[src/rtl/nes_pkg.sv]
`default_nettype none
// ============================================================================
// Module      : nes_pkg
// Description : Shared definitions for the NES serial pad protocol.
//               - Button bit positions within the 8-bit button word.
//               - Controller-device state encoding.
//               - Frame length and index width.
// Revision    : 1.0 - initial release
// ============================================================================
package nes_pkg;

  // Button positions, 1 = pressed. A goes out first, Right goes out last.
  localparam int BTN_A      = 7;
  localparam int BTN_B      = 6;
  localparam int BTN_SELECT = 5;
  localparam int BTN_START  = 4;
  localparam int BTN_UP     = 3;
  localparam int BTN_DOWN   = 2;
  localparam int BTN_LEFT   = 1;
  localparam int BTN_RIGHT  = 0;

  localparam int NES_BITS  = 8;
  localparam int NES_IDX_W = $clog2(NES_BITS);

  typedef enum logic [1:0] {
    ST_IDLE      = 2'd0,
    ST_LOAD      = 2'd1,
    ST_SHIFT     = 2'd2,
    ST_EXHAUSTED = 2'd3
  } dev_state_e;

endpackage : nes_pkg
`default_nettype wire

[src/rtl/nes_sync.sv]
`default_nettype none
// ============================================================================
// Module      : nes_sync
// Description : N-stage flop synchronizer for a single asynchronous line.
//               The reset value is a parameter so that each line resets to
//               its own idle level.
// Ports       : clk   - system clock
//               i_rst - asynchronous active-high reset
//               i_d   - asynchronous input
//               o_q   - synchronized output
// Revision    : 1.0 - initial release
// ============================================================================
module nes_sync #(
  parameter int   STAGES  = 2,
  parameter logic RST_VAL = 1'b0
) (
  input  logic clk,
  input  logic i_rst,
  input  logic i_d,
  output logic o_q
);

  logic [STAGES-1:0] sync_q;

  always_ff @(posedge clk or posedge i_rst) begin
    if (i_rst) begin
      sync_q <= {STAGES{RST_VAL}};
    end else begin
      sync_q <= {sync_q[STAGES-2:0], i_d};
    end
  end

  assign o_q = sync_q[STAGES-1];

endmodule : nes_sync
`default_nettype wire

[src/rtl/nes_controller_device.sv]
`default_nettype none
// ============================================================================
// Module      : nes_controller_device
// Description : Controller side of the NES serial pad protocol. Samples the
//               console latch/clock lines, parallel-loads the button word
//               while latch is high, and shifts it out active-low, one bit
//               per rising edge of the console clock.
// Ports       : clk             - system clock
//               i_rst           - asynchronous active-high reset
//               i_buttons       - button word, 1 = pressed, [7]=A .. [0]=Right
//               i_console_latch - latch from console (async, idles low)
//               i_console_clock - clock from console (async, idles high)
//               o_console_data  - registered serial data, low = pressed
//               o_latched       - pulse when the snapshot becomes final
//               o_read_done     - pulse when the Right bit starts being driven
// Revision    : 1.0 - initial release
// ============================================================================
module nes_controller_device
  import nes_pkg::*;
#(
  parameter int SYNC_STAGES = 2
) (
  input  logic       clk,
  input  logic       i_rst,
  input  logic [7:0] i_buttons,
  input  logic       i_console_latch,
  input  logic       i_console_clock,
  output logic       o_console_data,
  output logic       o_latched,
  output logic       o_read_done
);

  localparam logic [NES_IDX_W-1:0] IDX_LAST   = NES_IDX_W'(NES_BITS - 1);
  localparam logic [NES_IDX_W-1:0] IDX_PENULT = NES_IDX_W'(NES_BITS - 2);

  logic latch_sync;
  logic clock_sync;

  nes_sync #(.STAGES(SYNC_STAGES), .RST_VAL(1'b0)) u_sync_latch (
    .clk   (clk),
    .i_rst (i_rst),
    .i_d   (i_console_latch),
    .o_q   (latch_sync)
  );

  nes_sync #(.STAGES(SYNC_STAGES), .RST_VAL(1'b1)) u_sync_clock (
    .clk   (clk),
    .i_rst (i_rst),
    .i_d   (i_console_clock),
    .o_q   (clock_sync)
  );

  logic                 latch_prev_q;
  logic                 clock_prev_q;
  dev_state_e           state_q;
  logic [NES_BITS-1:0]  shift_q;
  logic [NES_IDX_W-1:0] idx_q;
  logic                 latched_evt_q;
  logic                 done_evt_q;
  logic                 data_q;
  logic                 latched_q;
  logic                 read_done_q;

  logic latch_fall;
  logic clock_rise;

  assign latch_fall = latch_prev_q & ~latch_sync;
  assign clock_rise = clock_sync & ~clock_prev_q;

  // Two register stages after the synchronizer: the first updates the
  // protocol state, the second drives the pins from that state. The event
  // flags ride along so the pulses line up with the data update.
  always_ff @(posedge clk or posedge i_rst) begin
    if (i_rst) begin
      latch_prev_q  <= 1'b0;
      clock_prev_q  <= 1'b1;
      state_q       <= ST_IDLE;
      shift_q       <= '0;
      idx_q         <= '0;
      latched_evt_q <= 1'b0;
      done_evt_q    <= 1'b0;
      data_q        <= 1'b1;
      latched_q     <= 1'b0;
      read_done_q   <= 1'b0;
    end else begin
      latch_prev_q  <= latch_sync;
      clock_prev_q  <= clock_sync;
      latched_evt_q <= 1'b0;
      done_evt_q    <= 1'b0;

      // Latch high dominates everything, including an in-progress frame.
      if (latch_sync) begin
        state_q <= ST_LOAD;
        shift_q <= i_buttons;
        idx_q   <= '0;
      end else begin
        unique case (state_q)
          ST_LOAD: begin
            if (latch_fall) begin
              state_q       <= ST_SHIFT;
              idx_q         <= '0;
              latched_evt_q <= 1'b1;
            end
          end
          ST_SHIFT: begin
            if (clock_rise) begin
              shift_q <= {shift_q[NES_BITS-2:0], 1'b0};
              if (idx_q == IDX_LAST) begin
                state_q <= ST_EXHAUSTED;
              end else begin
                idx_q      <= idx_q + 1'b1;
                done_evt_q <= (idx_q == IDX_PENULT);
              end
            end
          end
          default: ;
        endcase
      end

      latched_q   <= latched_evt_q;
      read_done_q <= done_evt_q;
      unique case (state_q)
        ST_IDLE:      data_q <= 1'b1;
        ST_EXHAUSTED: data_q <= 1'b0;
        default:      data_q <= ~shift_q[BTN_A];
      endcase
    end
  end

  assign o_console_data = data_q;
  assign o_latched      = latched_q;
  assign o_read_done    = read_done_q;

endmodule : nes_controller_device
`default_nettype wire

[config.mk]
export PLATFORM = sky130hd
export DESIGN_NAME = nes_controller_device
export DESIGN_NICKNAME = d
export VERILOG_FILES = /design/src/rtl/nes_pkg.sv /design/src/rtl/nes_sync.sv /design/src/rtl/nes_controller_device.sv
export SDC_FILE = /design/constraint.sdc
export NUM_CORES = 1
export LEC_CHECK = 0
export ABC_AREA = 1
export CAP_MARGIN = 0
export CORE_AREA = 2 2 44 66
export CTS_CLUSTER_SIZE = 28
export DETAILED_ROUTE_END_ITERATION = 8
export DIE_AREA = 0 0 46 68
export GPL_TIMING_DRIVEN = 0
export PLACE_DENSITY = 0.73
export SLEW_MARGIN = 20
export SYNTH_ARGS = -nofsm -noshare
export SYNTH_HDL_FRONTEND = slang
export SYNTH_SLANG_ARGS = --single-unit
[constraint.sdc]
create_clock -name clk -period 1.2 [get_ports clk]
set_input_delay 0.36 -clock clk [delete_from_list [all_inputs] [get_ports clk]]
set_output_delay 0.36 -clock clk [all_outputs]
set_load 0.02 [all_outputs]
# == Word-level counts from Yosys, hierarchy flattened ==
# Index checks and enable logic that the tools add are counted.
# totals
wordCells,55
out_inout_bits,3
register_bits,24
input_bits,12
# classes
reduce_logical,7
eq_ne,9
n_mux,21
bitwise_logic,5
add_sub_neg,1
# op_table
operator,count
$mux 8,3
$mux 3,4
$ne 3x2->1 const B,4
$mux 2,4
$reduce_and 4->1,2
$mux 1,7
$eq 3x3->1 const B,2
$pmux 3 s2,1
$eq 2x2->1 const B,2
$pmux 2 s2,1
$reduce_bool 2->1,2
$add 3x1->3 const B,1
$not 1->1,3
$reduce_bool 3->1,1
$and 1x1->1,2
$eq 2x1->1 const B,1
$logic_not 2->1,1
$pmux 1 s2,1
$reduce_and 2->1,1

# == Logic depth before layout (Yosys ltp) ==
# depth
ltp_word,5
ltp_mapped,8
depth_no_buf,8

# == Modules after synthesis ==
# From an unflattened synthesis, not the netlist that was laid out.
# hier_totals
cells_unflattened,122
hier_area_um2,1127.3
# by_module_without_submodules
mod,area_each_um2,n_inst,cells_each,seq_area_each_um2
nes_controller_device,1017.2,1,116,503.0
nes_sync at u_sync_clock,56.3,1,3,52.6
nes_sync at u_sync_latch,53.8,1,3,50.0

# == Worst setup path before layout ==
# No wires, ideal clock.
# synth_path
path_kind,reg2reg
from,register idx_q[0]
to,register state_q[1]
setup_time_ps,121
path_buffers,0
synth_period_minus_slack_ps,1247
t_arrival_ps,1126
setup_slack_ps,-47
required_time_ps,1079
path_stages_with_launch,9
cell_sequence,dfrtp_1 ha_1 ha_1 inv_1 nand3_1 nand2_1 inv_1 nand3_1 nand2_1
# synth_via
elab_chain_cells,3
# synth_lines
item,line,text
from (decl),nes_controller_device.sv:57,logic [NES_IDX_W-1:0] idx_q;
from (signal assigned),nes_controller_device.sv:111,idx_q <= idx_q + 1'b1;
$eq 3x3->1,nes_controller_device.sv:108,if (idx_q == IDX_LAST) begin
$ne 3x2->1 (no line),-,
$reduce_and 4->1 (no line),-,
to (signal assigned),nes_controller_device.sv:93,state_q <= ST_LOAD;
to (signal assigned),nes_controller_device.sv:100,state_q <= ST_SHIFT;
to (signal assigned),nes_controller_device.sv:109,state_q <= ST_EXHAUSTED;
to (decl),nes_controller_device.sv:55,dev_state_e state_q;
# Every way passes these cells.
# A chain may end at the register's enable or synchronous reset.

# == Worst setup path in the final report ==
# layout_path
from,register state_q[1]
to,register idx_q[2]
# layout_via
elab_chain_cells,3
elab_cells_between_ends,9
classes_between,eq/ne: 5; mux: 2; reduce/logical: 2
# layout_lines
item,line,text
from (signal assigned),nes_controller_device.sv:77,state_q <= ST_IDLE;
from (signal assigned),nes_controller_device.sv:93,
from (signal assigned),nes_controller_device.sv:100,
$eq 2x2->1 or $eq 2x1->1 (tied branches),nes_controller_device.sv:97,unique case (state_q)
$ne 3x2->1 (no line) (tied with other cells),-,
$reduce_and 4->1 (no line) or $mux 3 (tied branches),-,
# Parallel ways exist; a longest one is shown, timed or not.

==> results.json <==
{
  "gp_congestion": 0.742,
  "viasPerCell": 5.02,
  "preCtsSetupSlack_ns": -0.298,
  "portBuffers": 14,
  "slew-limit-headroom_pct": 65.3,
  "worst_pin_slew_ns": 0.520,
  "netlist_area_sq_um": 1170,
  "yosysMostFrequentCell": "nand2_1",
  "max_freq_mhz": 773,
  "hold_viol": 0,
  "ys_top_cells_by_area": "dfrtp_1, dfstp_2, nand2_1, ha_1, inv_1",
  "grt_usage_pct": 16.9,
  "crit_arrival_ns": 1.45,
  "power_mw": 2.82,
  "tritoncts": "yes",
  "wl_um": 2330,
  "synth_warnings": 0,
  "dieHeight_um": 68,
  "synth_ff_type": "dfrtp_1",
  "peakVddDrop_mv": 0.923,
  "async_flop_share_pct": 100,
  "powerDensity_nw_per_um2": 1770,
  "yosysSeqAreaShare_pct": 51.5,
  "drt_iter0_markers": 22,
  "grt_pass1_vias": 868,
  "dp_cells": 168,
  "setup.worst_path.end_class": "flip-flop",
  "fin_setup_tns_ns": -0.845,
  "start_util_pct": 45.4,
  "maxCapViolCount": 0,
  "antenna_found_initial": 0,
  "slowest_delay_ns": 0.44,
  "critPathBufInv": 2,
  "first_pass_iters": 4,
  "crit_fanout": 4,
  "ios": 15,
  "fillerInstances": 211,
  "core_sq_um": 2590,
  "clkSlewWorstSetupHoldPaths_ns": 0.08,
  "routed-via-count": 899,
  "grt_max_degree": 25,
  "synth_cell_types": 21,
  "setup_violations": 13,
  "final.setup.worst_slack_ns": -0.0943,
  "diodes": 0,
  "ctsHoldBuffers": 0,
  "row_count": 23,
  "grt_pass1_wl_um": 3740,
  "die-area_sq_um": 3130,
  "cts_num_sinks": 24,
  "synth_nets": 148,
  "fin_nets": 174,
  "synth.top_cell.area_share_pct": 42.6,
  "area_delta_synth_final_pct": 35.5,
  "drc": 0,
  "skew_ns": 0.00469,
  "wl_per_cell_um": 13.0,
  "yosys-top-cells-count": "nand2_1, dfrtp_1, inv_1",
  "drive_above_1_share_pct": 38.3,
  "min_period_ns": 1.29,
  "startpoint_type": "flip-flop",
  "violations": "setup timing",
  "place_hpwl_um": 1560,
  "ys_seq_elements": 24,
  "worst_path_max_delay_cell": "dfrtp_2",
  "clock_path_buffers": 2,
  "netlist_instances": 129,
  "avgSynthCellArea_sq_um": 9.11,
  "leakage_nw": 0.769,
  "worstSetupPathType": "reg -> reg",
  "synth.largest_area_cell": "dfrtp_1",
  "critPathTopFamily": "flip-flops",
  "path_cells": "buf_6 > ha_4 > nand2_2 > o21ai_4 > inv_2 > nand3_1 > nand2_1",
  "rsz0062_at_grt": "yes",
  "numCtsBuffers": 3,
  "worstPathRequired_ns": 1.35,
  "status": "finished, violations left",
  "clock_latency_ns": 0.27,
  "ant_nets": 0,
  "root_buffer": "clkbuf_8",
  "fin_crit_sh_pct": 108,
  "fp.dieW_um": 46,
  "synth-edff-count": 0,
  "grt_overflow_total": 0,
  "instances_no_fill": 179,
  "timing.final.max_slew_violations": 0,
  "whs_ns": 0.354,
  "h-tree-depth": 1,
  "min-delay-path-class": "reg -> reg"
}
==> registers in the layout, indices dropped and copies added (netlist names) <==
register             count
done_evt_q               1
state_q                  2
o_latched                1
latched_evt_q            1
idx_q                    3
latch_prev_q             1
o_read_done              1
o_console_data           1
u_sync_clock.sync_q      2
clock_prev_q             1
u_sync_latch.sync_q      2
shift_q                  8
==> layer usage <==
metal  track usage (%)  wire length [um]  share of wire (%)
met5                 0                 0                  0
met4              10.7                61                2.6
met3              1.58                51                2.2
met2              28.6              1320                 57
met1              19.7               894                 38
==> power by group <==
| group | switching (mW) | internal (mW) | total (mW) |
|---|---|---|---|
| clock | 0.246 | 0.293 | 0.539 |
| sequential | 0.111 | 0.969 | 1.08 |
| combinational | 0.643 | 0.558 | 1.20 |
| total | 1.00 | 1.82 | 2.82 |
==> final cells by class <==
class	count	area [sq um]	share of cell area, %
plain buffers	4	38.8	2.44
well taps	25	31.3	1.97
multi-input cells	82	586	36.8
repair buffers	21	191	12.0
clock buffers	4	55.1	3.46
flip-flops and latches	24	607	38.1
inverters	19	82.6	5.19
==> worst paths after layout <==
check / endpoint / slack [ns] / from / cells past startpoint
min in group asynchronous: shift_q[5] / 0.47 / i_rst / 2
max in group asynchronous: clock_prev_q / 0.39 / i_rst / 2
hold reg to reg: o_latched / 0.35 / latched_evt_q / 0
hold / removal: o_latched / 0.35 / latched_evt_q / 0
setup reg to reg: idx_q[2] / -0.09 / state_q[1] / 7
setup / recovery: idx_q[2] / -0.09 / state_q[1] / 7
==> through the flow <==
stage / cell area [sq um] / util (%)
4_1_cts: 1510 / 58.5
3_5_place_dp: 1370 / 52.8
6_report: 1590 / 61.4
2_1_floorplan: 1190 / -
3_3_place_gp: 1370 / 52.8
5_1_grt: 1590 / 61.4
==> kinds of logic (layout without fill, tap and decap cells) <==
kind of cell	count (synthesis)	after routing	synth area share, %
DFF	24	24	51.5
and+or+nand+nor	55	55	21.1
AOI/OAI and AO/OA	20	20	10.3
buffers and inverters	23	48	9.58
adders and majority gates	7	7	7.45
==> repair_timing <==
item,4_1_cts,5_1_grt
endpoints found under the setup margin,15,35
setup buffers,4,2
gates resized for setup,30,22
cloned,0,1
hold endpoints to repair,0,0
pin swaps,8,4
==> layout by cell type, fill, tap and decap left out, types with 2 or more instances in the layout <==
cell             count
nand3_1              8
dfrtp_1             19
o21ai_2              3
inv_4                3
ha_4                 5
o21bai_1             5
buf_2                3
clkdlybuf4s50_1     11
o21ai_0              2
nor2_2               3
inv_1               11
nand2_2              6
inv_2                4
o21ai_1              3
nor2_4               2
dfstp_2              4
nand2_4              3
nand2_1             22
a21oi_2              2
buf_6                6
nor2_1               9
buf_4                5
a21oi_1              2
a21boi_0             2
clkbuf_8             4
No activity file was read; power rests on OpenSTA's default activity.
